===== config.mk =====
export PLATFORM = sky130hd
export DESIGN_NAME = ram8_tester
export DESIGN_NICKNAME = d
export VERILOG_FILES = /design/src/rtl/ram8_tester.sv
export SDC_FILE = /design/constraint.sdc
export NUM_CORES = 1
export LEC_CHECK = 0
export CAP_MARGIN = 15
export CORE_ASPECT_RATIO = 2
export CORE_MARGIN = 1
export CORE_UTILIZATION = 45
export CTS_CLUSTER_DIAMETER = 150
export CTS_CLUSTER_SIZE = 28
export DETAILED_ROUTE_END_ITERATION = 10
export PLACE_DENSITY = 0.77
export SLEW_MARGIN = 10
export SYNTH_ARGS = -nofsm -noshare
export SYNTH_HDL_FRONTEND = slang
export SYNTH_SLANG_ARGS = --single-unit

===== constraint.sdc =====
create_clock -name clk -period 5.3 [get_ports clk]
set_input_delay 1.59 -clock clk [delete_from_list [all_inputs] [get_ports clk]]
set_output_delay 1.59 -clock clk [all_outputs]
set_load 0.02 [all_outputs]

===== src/rtl/ram8_tester.sv =====
// Built-in self-test sequencer for an 8-word x 16-bit RAM: writes seed+k to every address,
// reads each word back, and reports pass, first failing address and mismatch count.
module ram8_tester (
  input  logic        clk,
  input  logic        rst,
  input  logic        start,
  input  logic [15:0] seed,
  input  logic [15:0] mem_out,
  output logic [15:0] mem_in,
  output logic [2:0]  mem_add,
  output logic        mem_load,
  output logic        busy,
  output logic        done,
  output logic        pass,
  output logic [2:0]  fail_add,
  output logic [3:0]  err_count
);

  typedef enum logic [1:0] {StIdle, StWrite, StRead, StDone} state_e;

  state_e      r_state;
  state_e      w_state_next;
  logic [2:0]  r_k;
  logic [2:0]  w_k_next;
  logic [15:0] r_seed;
  logic        r_pass;
  logic [2:0]  r_fail_add;
  logic [3:0]  r_err_count;
  logic [15:0] w_expect;
  logic        w_accept;
  logic        w_mismatch;

  assign w_expect   = r_seed + {13'd0, r_k};
  assign w_accept   = (r_state == StIdle) && start;
  assign w_mismatch = (r_state == StRead) && (mem_out != w_expect);

  always_comb begin
    w_state_next = r_state;
    w_k_next     = r_k;
    mem_in       = 16'd0;
    mem_add      = 3'd0;
    mem_load     = 1'b0;
    busy         = 1'b0;
    done         = 1'b0;
    unique case (r_state)
      StIdle: begin
        if (start) begin
          w_state_next = StWrite;
          w_k_next     = 3'd0;
        end
      end
      StWrite: begin
        busy     = 1'b1;
        mem_load = 1'b1;
        mem_add  = r_k;
        mem_in   = w_expect;
        w_k_next = r_k + 3'd1;
        if (r_k == 3'd7) w_state_next = StRead;
      end
      StRead: begin
        busy     = 1'b1;
        mem_add  = r_k;
        w_k_next = r_k + 3'd1;
        if (r_k == 3'd7) w_state_next = StDone;
      end
      StDone: begin
        done         = 1'b1;
        w_state_next = StIdle;
      end
      default: w_state_next = StIdle;
    endcase
  end

  always_ff @(posedge clk or posedge rst) begin
    if (rst) begin
      r_state     <= StIdle;
      r_k         <= 3'd0;
      r_seed      <= 16'd0;
      r_pass      <= 1'b0;
      r_fail_add  <= 3'd0;
      r_err_count <= 4'd0;
    end else begin
      r_state <= w_state_next;
      r_k     <= w_k_next;
      if (w_accept) begin
        r_seed      <= seed;
        r_pass      <= 1'b0;
        r_fail_add  <= 3'd0;
        r_err_count <= 4'd0;
      end else if (w_mismatch) begin
        r_err_count <= r_err_count + 4'd1;
        if (r_err_count == 4'd0) r_fail_add <= r_k;
      end
      // err_count already includes the k=7 comparison once DONE is reached
      if (r_state == StDone) r_pass <= (r_err_count == 4'd0);
    end
  end

  assign pass      = r_pass;
  assign fail_add  = r_fail_add;
  assign err_count = r_err_count;

endmodule


==> out/metrics.cfg, run 1 <==
[run_status]
status = completed

[cells_and_area]
nets = 333
multi_input_area_mm2 = 0.001425
syn_to_final_growth_pct = 36.01
ff_latch_area_um2 = 725.7
design_area_mm2 = 0.003034
fin_cells = 342
fill_cells = 393
drive_gt1_frac = 0.1254
n_antenna_cell = 0

[synth]
syn_avg_cell_area_um2 = 10.09
yosysTopAreaCell = dfrtp_1
yosysTopAreaCellShare = 0.3253
ys_seq_area_frac = 0.3253
synth_common_cells = dfrtp_1 (29), nand2_1 (19), and2_1 (18), mux2_2 (17), xnor2_1 (14)
yosysWarnings = 0
synth_area_leaders = dfrtp_1 (33%), mux2_2 (8.6%), ha_1 (6.2%)
syn-cell-area_mm2 = 0.002231
synth_edf_count = 0
synthArstFlopShare = 1.000
yosysUniqueCellTypes = 50
synth_nets = 268
ys_ff_latch = 29
ys.flop_type = dfrtp_1
yosysMostFrequentCell = dfrtp_1
postSynthCellCount = 221

[power]
peakVddDrop_mv = 0.5272
power.density_mw_per_mm2 = 615.0
p_leak_nw = 1.300

[timing]
fin_crit_sh = 0.8610
setup_tns_ns = 0
finalWorstSetupSlack_ns = 0.7369
worstMarginPinSlew_ns = 1.034
setup_violations = 0
relSlewSlack = 0.3092
fin_crit_ns = 4.563
holdWs_ns = 0.5209
max_freq_mhz = 219.2
rsz0062_at_grt = false
fin_worst_skew_ns = 0.004308
drv_slew = 0
hold_violations = 0

[clock_tree]
cts_root_buffer = clkbuf_8
clock_path_buffers = 2
clk_pin_slew_ns = 0.06
postCtsSetupBuffers = 0
cts_hold_buf = 0
cts_buffers = 5
clock-sinks = 29
htree_levels = 2
cts_tree = done
cts_resized = 0
clk_latency_ns = 0.28

[setup_path]
crit_chain = ha_1, inv_1, fa_1, and2b_1, o21ai_2, nor2_1, xor2_1, and2_1, clkdlybuf4s50_1
rrSetupSlack_ns = 1.94
path_class = flop to output port
setup.worst_path.start_class = flop
cp_slowest_cell = clkdlybuf4s50_1
worstPathArrival_ns = 2.97
crit_fanout = 6
r2r-end = err_count[3]
cp-end-kind = output port
path_buf_inv = 2
cp_top_family = buffers and inverters
critPathRequiredTime_ns = 3.71
max_stage_delay_ns = 0.60
reg2reg_depth = 11
crit-reg2reg-launch = r_k[0]

[routing]
ant_nets = 0
wl_per_cell_um = 15.69
drt_iter0_drc = 36
wirelength_um = 5367
dr.pass1.iters = 4
route.detailed.drc = 0
via_per_inst = 5.444
dr_total_vias = 1862

[placed_design]
place_inst = 333
dp_slack_ns = 1.040
dp_hpwl_um = 4139
io_buffers = 64
gp_congestion = 0.8486
place_area_mm2 = 0.002905

[global_routing]
grt_max_degree = 30
antenna_found_initial = 0
grt_usage = 0.2226
grt_overflow = 0
grt_pass1_vias = 1861
grt_pass1_wl_um = 8542

[min_path]
hold_path_class = flop to flop
hold_path_depth = 1
holdCritStartpoint = r_seed[2]
hold_end = r_seed[2]

[run]
drv_cap = 0

[floorplan]
ioPinCount = 65
core_area_mm2 = 0.004686
die_area_mm2 = 0.005260
die_h_um = 101.6
die_x_um = 51.79
rows = 35
initial_core_util = 0.4761

[logic make-up (layout without fill, tap and decap cells)]
kind of cell | count (synthesis) | count (layout) | synth area share
simple gates | 78 | 78 | 0.2075
compound gates | 33 | 33 | 0.1189
xor+xnor | 31 | 31 | 0.1469
flops | 29 | 29 | 0.3253
mux | 19 | 19 | 0.09478
buf+inv | 19 | 85 | 0.03589
fa+ha+maj | 12 | 12 | 0.07067
[sequential cells by signal (all words and copies together) (netlist names)]
register	cells
err_count	4
r_seed	16
pass	1
r_state	2
fail_add	3
r_k	3
[power by group]
part	total (W)	leakage (nW)	switching [W]	internal, W
Combinational	0.00118	0.890	0.000593	0.000591
Sequential	0.000479	0.356	0.000151	0.000328
Clock	0.000203	0.0542	0.0000860	0.000117
[how the worst max path moves through the flow]
stage / depth (start not counted) / start / end / slack [ns]
global placement: 9 / r_k[0] / mem_in[12] / 1.11
floorplan: 8 / r_k[0] / mem_in[12] / 1.74
CTS: 9 / r_k[0] / mem_in[12] / 0.72
finish: 9 / r_k[0] / mem_in[12] / 0.74
global route: 9 / r_k[0] / mem_in[10] / 0.62
detailed placement: 9 / r_k[0] / mem_in[12] / 1.04
[placed cells by master, fill, tap and decap left out, drive strengths merged, types with 3 or more instances in the layout]
master         synthesis  layout
nand2b                 3       3
clkbuf                 5       7
o2111ai                4       4
nor2b                  6       6
mux2                  17      17
o21ai                  6       6
xor2                  13      13
inv                   12      12
xnor2                 14      14
nand3                  6       6
and2                  18      18
nand4                  4       4
nor3                   3       3
xnor3                  3       3
nand2                 19      19
clkdlybuf4s50          0      64
and3                   3       3
dfrtp                 29      29
ha                    11      11
a21oi                  8       8
nor2                   5       5
and4                   4       4
a41o                   3       3
[stage by stage]
stage | total power (W) | util
5_1_grt | 0.001999 | 0.6475
3_3_place_gp | 0.001642 | 0.6200
4_1_cts | 0.001870 | 0.6417
2_1_floorplan | 0.001283 | -
6_report | 0.001866 | 0.6475
3_5_place_dp | 0.001659 | 0.6200
[layout make-up]
cell class | instances | area share
Timing Repair Buffer | 65 | 0.2202
Tap cell | 55 | 0.02268
Multi-Input combinational cell | 173 | 0.4697
Clock buffer | 7 | 0.03175
Sequential cell | 29 | 0.2392
Inverter | 12 | 0.01485
Clock inverter | 1 | 0.001649
[per-layer routing]
layer / part of all wire / vias up / global-route usage / wire length (um)
li1: - / 905 / - / -
met1: 0.38 / 886 / 0.2318 / 2053
met2: 0.55 / 57 / 0.4216 / 2943
met3: 0.035 / 14 / 0.02252 / 189
met4: 0.034 / 0 / 0.1102 / 181
met5: 0 / - / 0 / 0
No activity file was read; power rests on OpenSTA's default activity.
==> inputs of run 2 (changes only) <==
==> constraint.sdc (replaced) <==
create_clock -name clk -period 5.3 [get_ports clk]
set_input_delay 0.53 -clock clk [delete_from_list [all_inputs] [get_ports clk]]
set_output_delay 0.53 -clock clk [all_outputs]
set_load 0.02 [all_outputs]
==> run 2 against run 1 <==
Against the previous run: register-to-register slack better by 0.11 ns; routed wire length increased by 5.1%; via count rose by 2.5%; final cell count is the same; sequential power increased by 1%; hold slack got worse by 0.057 ns; total power increased by 2.5%; highest routed layer unchanged.
==> out/metrics.cfg, run 2 (synthesis gave the netlist of run 1 again) <==
[cells_and_area]
drive_gt1_frac = 0.1220
nets = 333
largest_reg_flops = 16
n_antenna_cell = 0
layout.cells.most_common = clkdlybuf4s50_1
design_area_mm2 = 0.003049
top_register = r_seed
syn_to_final_growth_pct = 36.68
final_cell_mix = clkdlybuf4s50_1 (64), dfrtp_1 (29), nand2_1 (19)

[setup_path]
reg2reg_depth = 11
endpoint = mem_in[12]
path_depth = 9
rrSetupSlack_ns = 2.05
path_buf_inv = 2
worstPathArrival_ns = 2.93
crit_fanout = 6
setup.worst_path.start_class = flop
r2r-end = err_count[3]
max_stage_delay_ns = 0.60
path_class = flop to output port
crit_chain = ha_1, inv_1, fa_1, and2b_1, o21ai_2, nor2_1, xor2_1, and2_1, clkdlybuf4s50_1
critPathRequiredTime_ns = 4.77
crit-reg2reg-launch = r_k[0]
startpoint = r_k[0]
cp_top_family = buffers and inverters
cp_slowest_cell = clkdlybuf4s50_1
cp-end-kind = output port

[routing]
ant_nets = 0
drt_iter0_drc = 53
wl_per_cell_um = 16.50
dr_total_vias = 1909
wirelength_um = 5643
dr.pass1.iters = 4
route.detailed.drc = 0
via_per_inst = 5.582

[clock_tree]
cts_buffers = 5
cts_tree = done
htree_levels = 2
clock_path_buffers = 2
clock-sinks = 29
clk_pin_slew_ns = 0.06
cts_hold_buf = 0
postCtsSetupBuffers = 0
cts_root_buffer = clkbuf_8
clk_latency_ns = 0.28
cts_resized = 0

[floorplan]
ioPinCount = 65
die_area_mm2 = 0.005260
rows = 35
initial_core_util = 0.4761
die_x_um = 51.79
core_area_mm2 = 0.004686
die_h_um = 101.6

[timing]
hold_violations = 0
worstMarginPinSlew_ns = 1.009
relSlewSlack = 0.3255
fin_worst_skew_ns = 0.006758
drv_slew = 0
max_freq_mhz = 288.7
fin_crit_ns = 3.464
rsz0062_at_grt = false
fin_crit_sh = 0.6535
setup_tns_ns = 0
setup_violations = 0

[placed_design]
dp_hpwl_um = 4379
gp_congestion = 0.8973
place_area_mm2 = 0.002905
io_buffers = 64

[global_routing]
antenna_found_initial = 0
grt_pass1_wl_um = 8990
grt_overflow = 0
grt_pass1_vias = 1940
grt_usage = 0.2369
grt_max_degree = 30

[min_path]
hold_path_class = input pin to asynchronous set/reset pin

[power]
peakVddDrop_mv = 0.4442
finalPower_w = 0.001912
power.density_mw_per_mm2 = 627.1
p_leak_nw = 1.300

[run_status]
status = completed

[run]
drv_cap = 0

## run 2: cell types whose count changed in the layout (fill, tap and decap cells not counted), sizes merged
| cell | delta |
|---|---|
| inv | -1 |
| bufinv | +1 |
## run 2: per-layer routing
layer	up-vias	routed length, um	track usage	share of wire
li1	911	-	-	-
met1	918	2041	0.2395	0.36
met2	64	3213	0.4565	0.57
met3	16	188	0.02102	0.033
met4	0	199	0.1206	0.035
met5	-	0	0	0
## run 2: report_power, final
group / internal [W] / switching [W] / total (W) / leakage (nW)
clock: 0.000153 / 0.0000837 / 0.000237 / 0.0585
combinational: 0.000592 / 0.000599 / 0.00119 / 0.886
sequential: 0.000328 / 0.000157 / 0.000485 / 0.356
## run 2: metrics by stage
stage | cells | hold WS (ns) | setup WS [ns] | util
floorplan | 221 | 0.4836 | 2.408 | -
global placement | 333 | 0.4969 | 2.155 | 0.6200
detailed placement | 333 | 0.5179 | 2.074 | 0.6200
CTS | 341 | 0.5327 | 1.809 | 0.6449
global route | 342 | 0.4688 | 1.659 | 0.6507
finish | 342 | 0.4638 | 1.836 | 0.6507
## run 2: area by class of cell
type	instances	area, um^2
inverter	12	45.04
tap	55	68.82
timing repair buffer	65	668.1
clock inverter	1	30.03
fill	376	1637
sequential	29	725.7
multi-input combinational	173	1425
clock buffer	7	86.33
## run 2: how the worst min path moves through the flow
stage	startpoint	end	slack, ns
after detailed placement	r_seed[0]	r_seed[0]	0.52
after CTS	r_seed[0]	r_seed[0]	0.53
after floorplan	r_seed[0]	r_seed[0]	0.48
final	rst	r_seed[13]	0.46
after global routing	rst	r_seed[9]	0.47
after global placement	r_seed[2]	r_seed[2]	0.50
